==> src/rtl/int_ctrl.sv <==
// int_ctrl: priority interrupt controller with a gateway, claim/complete handshake and registered arbitration.
// Define INT_CTRL_EDGE_EN to make register 0x24 select edge-triggered sources; otherwise every source is level-sensitive.
module int_ctrl #(
    parameter int NUM_SRC = 8,
    parameter int PRIO_W  = 3,
    parameter int ID_W    = 5
) (
    input  logic               clk,
    input  logic               rst,
    input  logic [NUM_SRC-1:0] src_i,
    input  logic               cfg_we_i,
    input  logic [5:0]         cfg_addr_i,
    input  logic [31:0]        cfg_data_i,
    output logic [31:0]        cfg_rdata_o,
    input  logic               claim_i,
    output logic [ID_W-1:0]    claim_id_o,
    input  logic               complete_i,
    input  logic [ID_W-1:0]    complete_id_i,
    output logic               int_o
);
    localparam logic [5:0] ADDR_ENABLE    = 6'h20;
    localparam logic [5:0] ADDR_PENDING   = 6'h21;
    localparam logic [5:0] ADDR_THRESHOLD = 6'h22;
    localparam logic [5:0] ADDR_INSERVICE = 6'h23;
    localparam logic [5:0] ADDR_EDGE      = 6'h24;

    logic [PRIO_W-1:0]  prio [NUM_SRC];
    logic [PRIO_W-1:0]  threshold;
    logic [NUM_SRC-1:0] enable;
    logic [NUM_SRC-1:0] pending;
    logic [NUM_SRC-1:0] inservice;
    logic [ID_W-1:0]    best_id;

    logic [NUM_SRC-1:0] req;
    logic [NUM_SRC-1:0] claim_mask;
    logic [NUM_SRC-1:0] complete_mask;
    logic [NUM_SRC-1:0] pending_nxt;
    logic [NUM_SRC-1:0] inservice_nxt;
    logic [ID_W-1:0]    best_nxt;
    logic [PRIO_W-1:0]  best_prio;
    logic [31:0]        rdata_nxt;
    logic               unused_cfg;

    assign unused_cfg = ^cfg_data_i;

`ifdef INT_CTRL_EDGE_EN
    logic [NUM_SRC-1:0] edge_mask;
    logic [NUM_SRC-1:0] src_q;
    assign req = (src_i & ~src_q & edge_mask) | (src_i & ~edge_mask);
`else
    assign req = src_i;
`endif

    // NOTE: every variable written in always_comb gets a default first, so no path can infer a latch.
    always_comb begin
        claim_mask    = '0;
        complete_mask = '0;
        for (int k = 0; k < NUM_SRC; k++) begin
            claim_mask[k]    = claim_i && (best_id == ID_W'(k + 1));
            complete_mask[k] = complete_i && (complete_id_i == ID_W'(k + 1));
        end
    end

    // A request meeting a pending or in-service source is dropped; a claimed source leaves arbitration at the claim edge.
    assign pending_nxt   = (pending | (req & ~inservice)) & ~claim_mask;
    assign inservice_nxt = (inservice | claim_mask) & ~complete_mask;

    // NOTE: blocking assignments in combinational logic let the loop carry the running best forward within one evaluation.
    always_comb begin
        best_nxt  = '0;
        best_prio = threshold;
        for (int k = 0; k < NUM_SRC; k++) begin
            if (pending[k] && !claim_mask[k] && enable[k] && (prio[k] > best_prio)) begin
                best_nxt  = ID_W'(k + 1);
                best_prio = prio[k];
            end
        end
    end

    always_comb begin
        rdata_nxt = '0;
        case (cfg_addr_i)
            ADDR_ENABLE:    rdata_nxt = 32'(enable);
            ADDR_PENDING:   rdata_nxt = 32'(pending);
            ADDR_THRESHOLD: rdata_nxt = 32'(threshold);
            ADDR_INSERVICE: rdata_nxt = 32'(inservice);
`ifdef INT_CTRL_EDGE_EN
            ADDR_EDGE:      rdata_nxt = 32'(edge_mask);
`endif
            default: begin
                for (int k = 0; k < NUM_SRC; k++) begin
                    if (cfg_addr_i == 6'(k + 1)) rdata_nxt = 32'(prio[k]);
                end
            end
        endcase
    end

    // NOTE: the priority file is a handful of flops, not a RAM, so it is reset along with the rest of the state.
    always_ff @(posedge clk) begin
        if (rst) begin
            for (int k = 0; k < NUM_SRC; k++) prio[k] <= '0;
            enable      <= '0;
            threshold   <= '0;
            pending     <= '0;
            inservice   <= '0;
            best_id     <= '0;
            claim_id_o  <= '0;
            int_o       <= 1'b0;
            cfg_rdata_o <= '0;
`ifdef INT_CTRL_EDGE_EN
            edge_mask   <= '0;
            src_q       <= '0;
`endif
        end else begin
            if (cfg_we_i) begin
                for (int k = 0; k < NUM_SRC; k++) begin
                    if (cfg_addr_i == 6'(k + 1)) prio[k] <= cfg_data_i[PRIO_W-1:0];
                end
                if (cfg_addr_i == ADDR_ENABLE)    enable    <= cfg_data_i[NUM_SRC-1:0];
                if (cfg_addr_i == ADDR_THRESHOLD) threshold <= cfg_data_i[PRIO_W-1:0];
`ifdef INT_CTRL_EDGE_EN
                if (cfg_addr_i == ADDR_EDGE)      edge_mask <= cfg_data_i[NUM_SRC-1:0];
`endif
            end
            pending     <= pending_nxt;
            inservice   <= inservice_nxt;
            best_id     <= best_nxt;
            int_o       <= (best_nxt != '0);
            cfg_rdata_o <= rdata_nxt;
            if (claim_i) claim_id_o <= best_id;
`ifdef INT_CTRL_EDGE_EN
            src_q       <= src_i;
`endif
        end
    end
endmodule

==> config.mk <==
export PLATFORM = sky130hd
export DESIGN_NAME = int_ctrl
export DESIGN_NICKNAME = d
export VERILOG_FILES = /design/src/rtl/int_ctrl.sv
export SDC_FILE = /design/constraint.sdc
export NUM_CORES = 1
export LEC_CHECK = 0
export CAP_MARGIN = 25
export CORE_AREA = 2 2 92 94
export DETAILED_ROUTE_END_ITERATION = 10
export DIE_AREA = 0 0 94 96
export PLACE_DENSITY = 0.91
export SETUP_SLACK_MARGIN = 0.5
export SLEW_MARGIN = 20
export SYNTH_ARGS = -nofsm -noshare
export SYNTH_HDL_FRONTEND = slang
export SYNTH_SLANG_ARGS = --single-unit
==> constraint.sdc <==
create_clock -name clk -period 18.6 [get_ports clk]
set_clock_uncertainty 0.15 [all_clocks]
set_input_delay 1.86 -clock clk [delete_from_list [all_inputs] [get_ports clk]]
set_output_delay 1.86 -clock clk [all_outputs]
set_load 0.03 [all_outputs]
==> After elaboration in Yosys (flattened, before gate mapping) <==
Memories as Yosys holds them, arrays and structs flattened.
Index checks and enable logic that the tools add are counted.
W data, S select, Z words.
{ "totals": {"elab_cells": 178, "n_memories": 1, "out_inout_bits": 38, "mem_bits_ro": 0, "ramBits": 24, "in_bits": 56, "latchBits": 0, "ff_bits": 70} }
{ "memory_table": {"columns": ["name", "depth", "word_bits", "read_ports", "rd_clocked_by_memory_dff", "write_ports", "line_no", "source"], "rows": [
  ["prio", 8, 3, 8, 0, 8, "27", "logic [PRIO_W-1:0] prio [NUM_SRC];"]
]} }
{ "op_classes": {"n_reduce_logical": 51, "addsub": 0, "order_cmp": 8, "n_mux": 66, "n_div": 0, "shifts": 0, "multipliers": 0, "bitwise": 16, "n_eq_ne": 28} }
{ "ops": {"columns": ["operator", "n"], "rows": [
  ["$mux W32", 7],
  ["$pmux W32 S4", 1],
  ["$mux W3", 16],
  ["$eq A5 B3 Y1 const B", 8],
  ["$logic_and A1 B1 Y1", 40],
  ["$mux W1", 35],
  ["$mux W5", 7],
  ["$and A8 B8 Y8", 3],
  ["$eq A6 B3 Y1 const B", 4],
  ["$eq A6 B6 Y1 const B", 4],
  ["$gt A3 B3 Y1", 8],
  ["$not A8 Y8", 3],
  ["$eq A5 B2 Y1 const B", 4],
  ["$or A8 B8 Y8", 2],
  ["$eq A6 B2 Y1 const B", 2],
  ["$eq A5 B1 Y1 const B", 2],
  ["$eq A5 B4 Y1 const B", 2],
  ["$logic_not A1 Y1", 8],
  ["$or A1 B1 Y1", 8],
  ["$eq A6 B1 Y1 const B", 1],
  ["$eq A6 B4 Y1 const B", 1],
  ["$reduce_bool A5 Y1", 1],
  ["$reduce_and A2 Y1", 2]
]} }

==> Logic depth before layout (Yosys ltp) <==
{ "logic_depth": {"word_depth": 29, "ltp_mapped": 55, "depth_no_buf": 55} }

==> Worst setup path before layout <==
No wires, ideal clock.
{ "synth_timing": {"path_kind": "input to register", "startpoint": "input claim_i", "endpoint": "register best_id[0]", "setup_time_ns": 0.087, "required_time_ns": 18.363, "arrival_ns": 11.050, "setup_slack_ns": 7.313, "path_stages": 51, "path_cell_list": "buf_6 nor3b_4 a22o_4 o21ai_0 o21ai_0 ha_1 or2_2 o221ai_1 a211oi_2 a211oi_1 mux2_2 ha_1 nor2_1 a21oi_1 nor4_2 a31oi_4 o21a_1 o21ai_0 [... 15 more ...] o2111ai_1 nand3_1 a21oi_1 a22oi_1 ha_1 nand3_1 nand3_1 nor3_1 nor2_1 a22o_1 a31oi_1 ha_1 inv_1 a21o_1 a21oi_1 nor3_1 or2_2 o31ai_1"} }
{ "synth_via": {"elab_chain_len": 27} }
{ "synth_lines": {"columns": ["item", "line_no", "source"], "rows": [
  ["start, declared", "15", "input logic claim_i,"],
  ["$logic_and A1 B1 Y1", "59", "claim_mask[k] = claim_i && (best_id == ID_W'(k + 1));"],
  ["$logic_not A1 Y1", "73", "if (pending[k] && !claim_mask[k] && enable[k] && (prio[k] > best_prio)) begin"],
  ["$logic_and A1 B1 Y1 (3 in a row)", "73", null],
  ["$mux W3", "73", null],
  ["$gt A3 B3 Y1", "73", null],
  ["$logic_and A1 B1 Y1", "73", null],
  ["$mux W3", "73", null],
  ["$gt A3 B3 Y1", "73", null],
  ["[... 9 more ...]", null, null],
  ["$logic_and A1 B1 Y1", "73", null],
  ["$mux W3", "73", null],
  ["$gt A3 B3 Y1", "73", null],
  ["$logic_and A1 B1 Y1", "73", null],
  ["$mux W3", "73", null],
  ["$gt A3 B3 Y1", "73", null],
  ["$logic_and A1 B1 Y1", "73", null],
  ["$mux W5 *", "73", null],
  ["end signal, assigned", "127", "best_id <= best_nxt;"],
  ["end, declared", "32", "logic [ID_W-1:0] best_id;"]
]} }
Mark *: on every way between the ends. The rest lies on a longest branch, timed or not.
A chain may end at the register's enable or synchronous reset.

==> Worst setup path after layout <==
Ends and elaborated chain as after synthesis.

==> results.json <==
{
  "outcome": "finished clean",
  "path_class": "input pin to flop",
  "r2r_start": "threshold[2]",
  "max_freq_mhz": 74.5,
  "rrSetupSlack_ns": 6.56,
  "cts.sinks": 68,
  "cp_common_cell": "ha_1",
  "gp_congestion": 0.968,
  "yosys_most_used_dff": "dfxtp_1",
  "post-route-drc-count": 0,
  "hold_class": "flop to flop",
  "timing.max_cap.violations": 0,
  "min_to": "claim_id_o[3]",
  "cts_tree": "done",
  "post_cts_buffers": 0,
  "dr_total_vias": 3980,
  "cts.repair.resized": 0,
  "drt-total-wl_um": 11500,
  "grt_max_degree": 51,
  "ys.warnings.count": 0,
  "ys_seq_area_share_pct": 37.2,
  "root_buffer": "clkbuf_8",
  "start_util_pct": 53.4,
  "dpl_cell_area_um2": 4740,
  "synth_edf_count": 24,
  "hold_depth": 2,
  "syn_inst": 492,
  "setup_viol": 0,
  "area_delta_synth_final_pct": 14.9,
  "die_y_um": 96,
  "design_area_um2": 4940,
  "async_reset_ff_share_pct": 0,
  "die_area_um2": 9020,
  "vias_per_cell": 6.17,
  "arrival_ns": 13.53,
  "grt_pass1_vias": 3930,
  "worstMarginPinSlew_ns": 0.942,
  "core_um2": 8050,
  "ios": 94,
  "grt_overflow": 0,
  "synth-seq-cells": 68,
  "p_leak_nw": 1.89,
  "cts_buffers": 9,
  "worstSetupEndpointType": "flop",
  "yosys-top-cells-area": "dfxtp_1 20%, edfxtp_1 17%, nor2_1 5.8%",
  "hold_violations": 0,
  "grt_usage_pct": 26.8,
  "relSlewSlack_pct": 36.6,
  "syn_area_per_cell_um2": 8.74,
  "worst_r2r_path_depth": 51,
  "fin_nets": 605,
  "diodes": 0,
  "layout_common_cells": "67 x nor2_1, 44 x dfxtp_1, 44 x clkdlybuf4s50_1",
  "slew_viol_final": 0,
  "powerDensity_nw_per_um2": 65.3,
  "critPathLaunchType": "input pin",
  "ys_types": 67,
  "fp.dieW_um": 94,
  "synth_top_area_cell": "dfxtp_1",
  "synth_top_area_share_pct": 20.5,
  "fin_ws_ns": 5.18,
  "final_common_cell": "nor2_1",
  "worstReg2RegEnd": "best_id[0]",
  "clk_path_buf_depth": 2,
  "wl_per_cell_um": 17.8,
  "grt_pass1_wl_um": 18700,
  "drt_pre_antenna_iters": 5,
  "dp_hpwl_um": 8570,
  "antenna_left": 0,
  "hold_path.startpoint": "claim_id_o[3]",
  "clk_pin_slew_ns": 0.08,
  "cts_hold_buf": 0,
  "min_period_ns": 13.42,
  "critPathMaxStageDelay_ns": 0.70,
  "portBuffers": 44,
  "drt-initial-drc-count": 404,
  "rows": 33,
  "rsz0062_at_grt": "no",
  "antenna_found_initial": 0,
  "drive_gt1_share_pct": 9.44,
  "period_share_pct": 72.2,
  "syn_area_um2": 4300,
  "critPathSlowestCell": "nor3_1",
  "htree_levels": 3,
  "clk_latency_ns": 0.35,
  "ir_drop_mv": 0.0529,
  "crit_fanout": 9,
  "tns_ns": 0,
  "dp_slack_ns": 5.16,
  "cp.required_ns": 18.71
}
==> power by group <==
part | leakage (nW) | switching [W] | internal (W)
sequential | 0.586 | 0.00000500 | 0.000159
clock | 0.0948 | 0.0000558 | 0.0000603
combinational | 1.21 | 0.0000261 | 0.0000168
==> cells in the mapped netlist (all sizes together), types with 4 or more instances <==
library cell	instances
a211oi	6
a21o	5
a21oi	23
a221oi	5
a22o	4
a22oi	11
a31oi	9
and2	6
and3	4
buf	28
clkbuf	13
dfxtp	44
edfxtp	24
ha	14
inv	31
mux2	8
mux2i	17
nand2	32
nand2b	16
nand3	17
nand3b	4
nor2	67
nor2b	6
nor3	20
nor3b	4
nor4	5
o211ai	4
o21ai	19
o221ai	5
or2	4
==> worst max path at each step <==
stage | start | to | depth (start not counted)
finish | claim_i | best_id[0] | 50
global placement | claim_i | best_id[0] | 50
CTS | claim_i | best_id[0] | 50
floorplan | claim_i | best_id[0] | 51
detailed placement | claim_i | best_id[0] | 50
global route | claim_i | best_id[0] | 50
==> metrics by stage <==
stage	utilization, %	hold slack [ns]	instances	power, W
6_report	61.4	0.345	645	0.000323
5_1_grt	61.4	0.377	645	0.000334
4_1_cts	61.3	0.341	645	0.000321
3_5_place_dp	58.9	0.329	629	0.000208
3_3_place_gp	58.9	0.317	629	0.000206
2_1_floorplan	-	0.314	516	0.000197
==> registers in the layout (all words and copies together) (netlist names) <==
signal	flops
prio	24
cfg_rdata_o	8
enable	8
inservice	8
pending	8
best_id	4
claim_id_o	4
threshold	3
int_o	1
==> routing by layer <==
| metal | vias to the layer above | share of wire (%) | global-route usage [%] |
|---|---|---|---|
| met1 | 1834 | 39 | 32.1 |
| met4 | 0 | 3.8 | 12.0 |
| met2 | 266 | 49 | 47.4 |
| met5 | - | 0 | 0 |
| li1 | 1831 | - | - |
| met3 | 49 | 8.0 | 4.31 |
==> critical path, delay by kind of cell <==
kind                     cells  cell delay [ns]
buffers and inverters        2             0.71
AND/OR/NAND/NOR             17             4.22
multiplexers                 1             0.40
AO/OA/AOI/OAI               23             4.34
adder cells (fa/ha/maj)      7             1.99
==> cells by family after synthesis <==
logic type / after synthesis / synth area share (%)
adders and majority gates: 16 / 4.57
and+or+nand+nor: 193 / 22.2
DFF: 68 / 37.2
AOI/OAI and AO/OA: 114 / 19.6
other: 1 / 0.0872
muxes: 28 / 7.62
buffers and inverters: 72 / 8.70
==> final cells by class <==
type | count | area (um2)
multi-input cells | 376 | 2420
clock inverters | 3 | 21.3
clock buffers | 13 | 170
inverters | 31 | 116
fillers | 627 | 3110
well taps | 105 | 131
repair buffers | 49 | 478
flip-flops and latches | 68 | 1600
Power figures use the tool's default switching activity.
